**config.mk**
```make
export PLATFORM = sky130hd
export DESIGN_NAME = ddr_write_issuer
export DESIGN_NICKNAME = d
export VERILOG_FILES = /design/src/rtl/ddr_write_issuer.sv
export SDC_FILE = /design/constraint.sdc
export NUM_CORES = 1
export LEC_CHECK = 0
export CORE_AREA = 2 2 235 237
export DETAILED_ROUTE_END_ITERATION = 8
export DIE_AREA = 0 0 237 239
export GPL_TIMING_DRIVEN = 0
export SETUP_SLACK_MARGIN = 0.02
export SYNTH_ARGS = -nofsm -noshare
export SYNTH_HDL_FRONTEND = slang
export SYNTH_SLANG_ARGS = --single-unit
```
**constraint.sdc**
```tcl
create_clock -name clk -period 2.12 [get_ports clk]
set_input_delay 0.318 -clock clk [delete_from_list [all_inputs] [get_ports clk]]
set_output_delay 0.318 -clock clk [all_outputs]
set_load 0.01 [all_outputs]
```
**src/rtl/ddr_write_issuer.sv**
```systemverilog
// Issues AXI write bursts from a write-info FIFO: one AW per info word, then a
// zero-latency pass-through of the payload stream, while tracking B responses.
module ddr_write_issuer #(
    parameter int ADDR_W    = 32,
    parameter int LEN_W     = 8,
    parameter int DATA_W    = 256,
    parameter int MAX_OUTST = 8
) (
    input  logic                    clk,
    input  logic                    rst_n,
    input  logic [ADDR_W+LEN_W-1:0] info_dout,
    input  logic                    info_empty,
    output logic                    info_rd_en,
    input  logic [DATA_W-1:0]       s_wdata,
    input  logic                    s_wvalid,
    output logic                    s_wready,
    output logic [ADDR_W-1:0]       awaddr,
    output logic [LEN_W-1:0]        awlen,
    output logic                    awvalid,
    input  logic                    awready,
    output logic [DATA_W-1:0]       wdata,
    output logic                    wlast,
    output logic                    wvalid,
    input  logic                    wready,
    input  logic [1:0]              bresp,
    input  logic                    bvalid,
    output logic                    bready,
    output logic                    busy,
    output logic                    err
);
    localparam int OW = $clog2(MAX_OUTST) + 1;
    localparam logic [OW-1:0] OUT_MAX = OW'(MAX_OUTST);

    typedef enum logic [2:0] {S_IDLE, S_POP, S_LOAD, S_ADDR, S_DATA} state_t;

    state_t            state_q, state_d;
    logic [ADDR_W-1:0] addr_q;
    logic [LEN_W-1:0]  len_q;
    logic [LEN_W-1:0]  beat_q;
    logic [OW-1:0]     outst_q;
    logic              err_q;
    logic              run_q;
    logic              aw_hs, w_hs, b_hs, b_dec;

    // run_q is low in reset and for the first cycle after release; it gates
    // both bready and the first pop so nothing happens before a real clock.
    assign aw_hs  = awvalid & awready;
    assign w_hs   = wvalid & wready;
    assign b_hs   = bvalid & run_q;
    assign b_dec  = b_hs & (outst_q != '0);

    assign awaddr = addr_q;
    assign awlen  = len_q;
    assign wdata  = s_wdata;
    assign bready = run_q;
    assign err    = err_q;
    assign busy   = (state_q != S_IDLE) || (outst_q != '0);

    always_comb begin
        state_d    = state_q;
        info_rd_en = 1'b0;
        awvalid    = 1'b0;
        s_wready   = 1'b0;
        wvalid     = 1'b0;
        wlast      = 1'b0;
        case (state_q)
            S_IDLE: begin
                if (run_q && !info_empty && (outst_q < OUT_MAX)) begin
                    info_rd_en = 1'b1;
                    state_d    = S_POP;
                end
            end
            S_POP:  state_d = S_LOAD;
            S_LOAD: state_d = S_ADDR;
            S_ADDR: begin
                awvalid = 1'b1;
                if (awready) state_d = S_DATA;
            end
            S_DATA: begin
                s_wready = wready;
                wvalid   = s_wvalid;
                wlast    = (beat_q == '0);
                if (s_wvalid && wready && (beat_q == '0)) state_d = S_IDLE;
            end
            default: state_d = S_IDLE;
        endcase
    end

    always_ff @(posedge clk or negedge rst_n) begin
        if (!rst_n) begin
            state_q <= S_IDLE;
            addr_q  <= '0;
            len_q   <= '0;
            beat_q  <= '0;
            outst_q <= '0;
            err_q   <= 1'b0;
            run_q   <= 1'b0;
        end else begin
            state_q <= state_d;
            run_q   <= 1'b1;
            if (state_q == S_LOAD) begin
                addr_q <= info_dout[ADDR_W-1:0];
                len_q  <= info_dout[ADDR_W +: LEN_W];
                beat_q <= info_dout[ADDR_W +: LEN_W];
            end else if (w_hs) begin
                beat_q <= beat_q - 1'b1;
            end
            // A B response with nothing outstanding is dropped, so the count never wraps.
            case ({aw_hs, b_dec})
                2'b10:   outst_q <= outst_q + 1'b1;
                2'b01:   outst_q <= outst_q - 1'b1;
                default: outst_q <= outst_q;
            endcase
            if (b_hs && (bresp != 2'b00)) err_q <= 1'b1;
        end
    end
endmodule
```
### Yosys cells after proc, flatten, opt, wreduce, memory -nomap -nowiden

Cells that the tools add are included.

* logic and storage cells: 52
* output and inout port bits: 304
* flip-flop bits (word level): 57

* $lt $le $gt $ge: 1
* bitwise logic cells: 4
* equal/unequal tests: 9
* $add $sub $neg: 3
* muxes and demuxes: 13
* reduce and logical (&&, ||, !) cells: 15

Operators with widths (count)
* $mux W8: 2
* $pmux W3 S5: 1
* $mux W3: 3
* $logic_not A8 Y1: 1
* $pmux W4 S2: 1
* $sub A8 B1 Y8 const B: 1
* $eq A3 B2 Y1 const B: 2
* $mux W1: 6
* $ne A2 B2 Y1 const B: 3
* $reduce_bool A2 Y1: 3
* $logic_and A1 B1 Y1: 5
* $add A4 B1 Y4 const B: 1
* $and A1 B1 Y1: 4
* $lt A4 B4 Y1 const B: 1
* $reduce_bool A4 Y1: 1
* $sub A4 B1 Y4 const B: 1
* $eq A3 B1 Y1 const B: 1
* $eq A3 B3 Y1 const B: 1
* $logic_not A3 Y1: 1
* $reduce_and A3 Y1: 1
* $reduce_bool A3 Y1: 1
* $eq A2 B1 Y1 const B: 1
* $eq A2 B2 Y1 const B: 1
* $logic_not A1 Y1: 1
* $logic_or A1 B1 Y1: 1

### Depth between registers and ports, before layout

Gate-level depths: netlist of the first run.

* depth after elaboration: 5
* mapped depth: 12
* mapped depth without buffers: 10

### Worst setup path before layout of the first run

Ideal clock, no wire load.

* path kind: flip-flop to flip-flop
* start point: register outst_q[1]
* end point: register outst_q[2]
* path buffers: 2
* cell stages (with the launch flop): 12
* data required time: 1.995 ns
* setup slack: -0.083 ns
* library setup time: 0.125 ns
* data arrival time: 2.078 ns
* path through: dfrtp_1 clkbuf_1 nor4_1 nor2_1 ha_1 clkbuf_1 xor2_1 ha_1 a21oi_1 xor2_1 nor2_1 xor2_1

* cells in the longest elaborated chain, start to end: 4
* elaborated cells between the ends (all ways): 8
* those cells by class: 2 x add/sub; 2 x eq/ne; 1 x mux; 1 x bitwise; 2 x reduce/logical

RTL lines
* from (decl): RTL line 40 `logic [OW-1:0] outst_q;`
* from (signal assigned): RTL line 110 `2'b10: outst_q <= outst_q + 1'b1;`
* from (signal assigned): RTL line 111 `2'b01: outst_q <= outst_q - 1'b1;`
* from (signal assigned): RTL line 112 `default: outst_q <= outst_q;`
* $reduce_bool A4 Y1: RTL line 50 `assign b_dec = b_hs & (outst_q != '0);`
* $and A1 B1 Y1: RTL line 50
* $eq A2 B1 Y1 / $eq A2 B2 Y1 (equally long branches): RTL line 109 `case ({aw_hs, b_dec})`
* $pmux W4 S2 / $reduce_bool A2 Y1 (equally long branches)

Several ways; a longest one is shown, not always the timed one.
A chain may end at the register's enable or synchronous reset.

### Worst setup path after layout of the first run

* start point: register outst_q[2]
* end point: register outst_q[2]

The elaborated chain is that of the path after synthesis.

==> results of run 1 <==
## repair_timing
item,CTS,global route
setup endpoints to repair,10,7
endpoints found under the hold margin,23,0
gates cloned,0,0
resized for setup,11,5
hold buffers,1,0
pin swaps,1,2
setup buffers,1,3
## layer usage
layer  routed length, um  vias to the layer above  GRT usage (%)
li1                    -                     2163              -
met4                 666                        8           3.16
met5                  55                        -              0
met2               10100                      290           11.1
met3                2270                       31           3.76
met1                7890                     2055           7.30
## per-stage QoR
stage	std cells	cell area, um^2	TNS [ns]
final	1618	9260	0
after global routing	1616	9260	0
after CTS	1613	9220	0
after detailed placement	1597	8930	-0.430
after global placement	1596	8910	-107.42
after floorplan	540	4500	0
## power by group through the flow
stage	clock network (mW)	logic, mW	registers [mW]
after global placement	0	4.28	1.96
after global routing	1.66	4.70	2.09
after CTS	1.63	4.35	2.00
final	1.50	4.26	2.00
after floorplan	0	1.95	2.12
after detailed placement	0	4.33	1.98
## critical path, stage by stage (launching register included)
cell and delay (ns):
sky130_fd_sc_hd__dfrtp_2 0.43, sky130_fd_sc_hd__nor4_4 0.29, sky130_fd_sc_hd__nor2_1 0.11, sky130_fd_sc_hd__ha_2 0.21
sky130_fd_sc_hd__xor2_1 0.14, sky130_fd_sc_hd__ha_1 0.18, sky130_fd_sc_hd__a21oi_1 0.14, sky130_fd_sc_hd__xor2_1 0.15
sky130_fd_sc_hd__nor2_1 0.06, sky130_fd_sc_hd__xor2_1 0.14
## worst paths after layout
path,endpoint,slack (ns),cells past startpoint
max in group asynchronous,awaddr[20],1.11,3
max,outst_q[2],0.14,9
max reg2reg,outst_q[2],0.14,9
min in group clk,awaddr[6],0.47,3
min,awaddr[23],0.44,2
min reg2reg,awaddr[8],0.47,2
## cells by family after synthesis
logic type      count (synthesis)
mux                             1
compound gates                 24
buf+inv                       274
xor+xnor                        9
simple gates                  169
fa+ha+maj                       5
other cells                     1
flops                          57
## state kept, by name, summed over array words and instances, names as in the netlist
signal	cells
awaddr	32
awlen	8
beat_q	8
bready	1
err	1
outst_q	4
state_q	3
## synth_stat cells (2+ instances only)
library cell               count  area share [%]
sky130_fd_sc_hd__buf_4       256              43
sky130_fd_sc_hd__nand2_1     128              11
sky130_fd_sc_hd__dfrtp_1      57              32
sky130_fd_sc_hd__nor2_1       13             1.1
sky130_fd_sc_hd__buf_2        11             1.2
sky130_fd_sc_hd__a21oi_1       7            0.78
sky130_fd_sc_hd__o21ai_0       6            0.67
sky130_fd_sc_hd__ha_1          5             1.4
sky130_fd_sc_hd__nor3_1        5            0.56
sky130_fd_sc_hd__xor2_1        5            0.97
sky130_fd_sc_hd__and3_1        4            0.56
sky130_fd_sc_hd__xnor2_1       4            0.78
sky130_fd_sc_hd__inv_1         3            0.25
sky130_fd_sc_hd__nand3_1       3            0.33
sky130_fd_sc_hd__buf_6         2            0.50
sky130_fd_sc_hd__clkbuf_1      2            0.17
sky130_fd_sc_hd__nand4_1       2            0.28
sky130_fd_sc_hd__nand4b_1      2            0.39
sky130_fd_sc_hd__nor4_1        2            0.28
sky130_fd_sc_hd__nor4b_4       2             1.1
## final cells by class
| type | instances | area (um^2) | share of cell area [%] |
|---|---|---|---|
| Timing Repair Buffer | 358 | 3570 | 38.6 |
| Buffer | 269 | 2000 | 21.6 |
| Sequential cell | 57 | 1430 | 15.4 |
| Multi-Input combinational cell | 209 | 1090 | 11.7 |
| Tap cell | 704 | 881 | 9.51 |
| Clock buffer | 11 | 243 | 2.62 |
| Clock inverter | 5 | 31.3 | 0.338 |
| Inverter | 3 | 11.3 | 0.122 |
| Antenna cell | 2 | 5.00 | 0.0540 |
==> key figures, run 1 <==
CTS
  • Clock tree root driver cell: sky130_fd_sc_hd__clkbuf_16
  • Clock edge transition at the registers on the reported setup and hold paths: 0.07 ns
  • Clk Latency, worst-skew pair: 0.37 ns
  • Maximum buffer depth of the clock tree: 2
  • Number of sinks on the clock net: 57
  • Number of CTS-inserted buffers: 9
  • Count of H-tree levels built during CTS: 3
  • Clock tree from TritonCTS: yes

Routing
  • Final routed wire length divided by cell count: 13.0 um
  • Via total after detailed routing: 4547
  • Number of DRC violations after detailed-routing iteration 0: 99
  • 1st-pass router iterations: 4
  • Post-detailed-route count of antenna-violating nets: 0
  • DRC viols: 0
  • Vias per cell: 2.81
  • Total Routed Length: 21000 um

Place
  • Gp weighted congestion: 0.678
  • IO Port Bufs: 352
  • Pre-CTS setup slack: -0.245 ns
  • Detailed placement HPWL: 17400 um

STA
  • Normalized max-slew margin: 54.2%
  • Worst Hold Margin: 0.440 ns
  • Min cycle time layout: 1.98 ns
  • Clock Skews: 0.0171 ns
  • Final slew viol count: 0
  • Achievable clock frequency: 505 MHz
  • Final period utilization: 93.3%
  • Setup repair after global routing missed its margin: no
  • Final count of negative-setup-slack endpoints: 0
  • Hold violation total from the final report: 0
  • Final worst-path setup slack: 0.141 ns
  • Slew at the pin closest to its max-slew limit: 0.687 ns

Synth
  • Largest family of logic cells by synthesized area: buffers and inverters
  • Area share of xor/xnor cells in the synthesized design: 1.75%
  • Synth warn: 0
  • Seq cells post-synth: 57
  • Most instantiated flip-flop cell in the synthesis netlist: sky130_fd_sc_hd__dfrtp_1
  • Share of the synthesized area in compound gates (AO/OA/AOI/OAI): 3.28%
  • Synthesized-area fraction occupied by adder cells: 1.39%
  • Post-synth net total: 850
  • Avg Cell Area, Syn: 8.33 um^2
  • Total standard cell area after synthesis: 4500 um^2
  • Unique cell type count in the Yosys netlist: 41
  • Post-synthesis mux area share: 0.250%
  • Number of enable-type register cells in the synthesized netlist: 0
  • Post-Synth Simple-Gate Area: 16.6%
  • Sequential element share of the synthesized area: 31.7%
  • Async set or reset register ratio after synthesis: 100%
  • Count of mapped cells out of synthesis: 540

Floorplan
  • X dimension of the die: 237 um
  • Initial standard-cell utilization of the core: 8.27%
  • Area of the die: 56600 um^2
  • Core outline area: 54300 um^2
  • Vert. Die Dim: 239 um
  • Row count: 86
  • Top-level I/O count: 609

Final layout
  • Share of layout cells above drive strength 1: 33.4%
  • Number of nets at the end of the flow: 1217
  • Commonest non-fill, non-tap cell in the layout: sky130_fd_sc_hd__clkdlybuf4s50_1
  • Post-layout util: 17.0%
  • Filler cell count in the final layout: 6014
  • Top library cells by usage in the layout, fill and taps aside: sky130_fd_sc_hd__clkdlybuf4s50_1 (346), sky130_fd_sc_hd__buf_4 (263), sky130_fd_sc_hd__nand2_1 (128), sky130_fd_sc_hd__dfrtp_1 (56), sky130_fd_sc_hd__nor2_1 (12)
  • Area growth from synthesis to final layout: 106%

Setup path
  • Worst-path maximum fanout: 4
  • Path type of the worst setup path: flip-flop to flip-flop
  • Critical path launch point: outst_q[2]
  • Worst R2R Start: outst_q[2]
  • CP Capture Type: flip-flop
  • Startpoint type of the worst setup path: flip-flop
  • Worst EP arrival: 2.22 ns
  • Data required, critical path: 2.36 ns

Power
  • Pint: 4.63 mW
  • Total power after layout: 7.76 mW
  • Static leakage: 4.14 nW
  • Net switching fraction of the power: 40.4%
  • Total power per unit cell area: 838 nW/um^2
  • Combinational share of power: 54.9%
  • Reg power frac: 25.8%
  • Switch Pwr: 3.13 mW
  • Clock power frac: 19.3%
  • Max VDD drop: 0.000424 V

GRT
  • Total congestion overflow after global routing: 0
  • Global Route Usage Sum: 6.86%
  • Maximum number of pins on one net before global-route repair: 35
  • Number of antenna violations at the first check in global routing: 6
  • Global-route wire length before repair: 27700 um
  • Vias in the first global route: 4417

Flow run
  • MaxCap Viol Count: 0

Status
  • Run status: finished, final reports clean

Worst hold path
  • Tightest Hold Check Type: input pin to asynchronous set/reset pin
(Power assumes the default switching activity.)
==> run 2: changes to the inputs <==
--- a/config.mk
+++ b/config.mk
@@ -5,11 +5,13 @@
 export SDC_FILE = /design/constraint.sdc
 export NUM_CORES = 1
 export LEC_CHECK = 0
+export CAP_MARGIN = 20
 export CORE_AREA = 2 2 235 237
 export DETAILED_ROUTE_END_ITERATION = 8
 export DIE_AREA = 0 0 237 239
 export GPL_TIMING_DRIVEN = 0
 export SETUP_SLACK_MARGIN = 0.02
+export SLEW_MARGIN = 25
 export SYNTH_ARGS = -nofsm -noshare
 export SYNTH_HDL_FRONTEND = slang
 export SYNTH_SLANG_ARGS = --single-unit
==> results of run 2 <==
No change in the layout: final DEF, timing and power equal those of run 1.
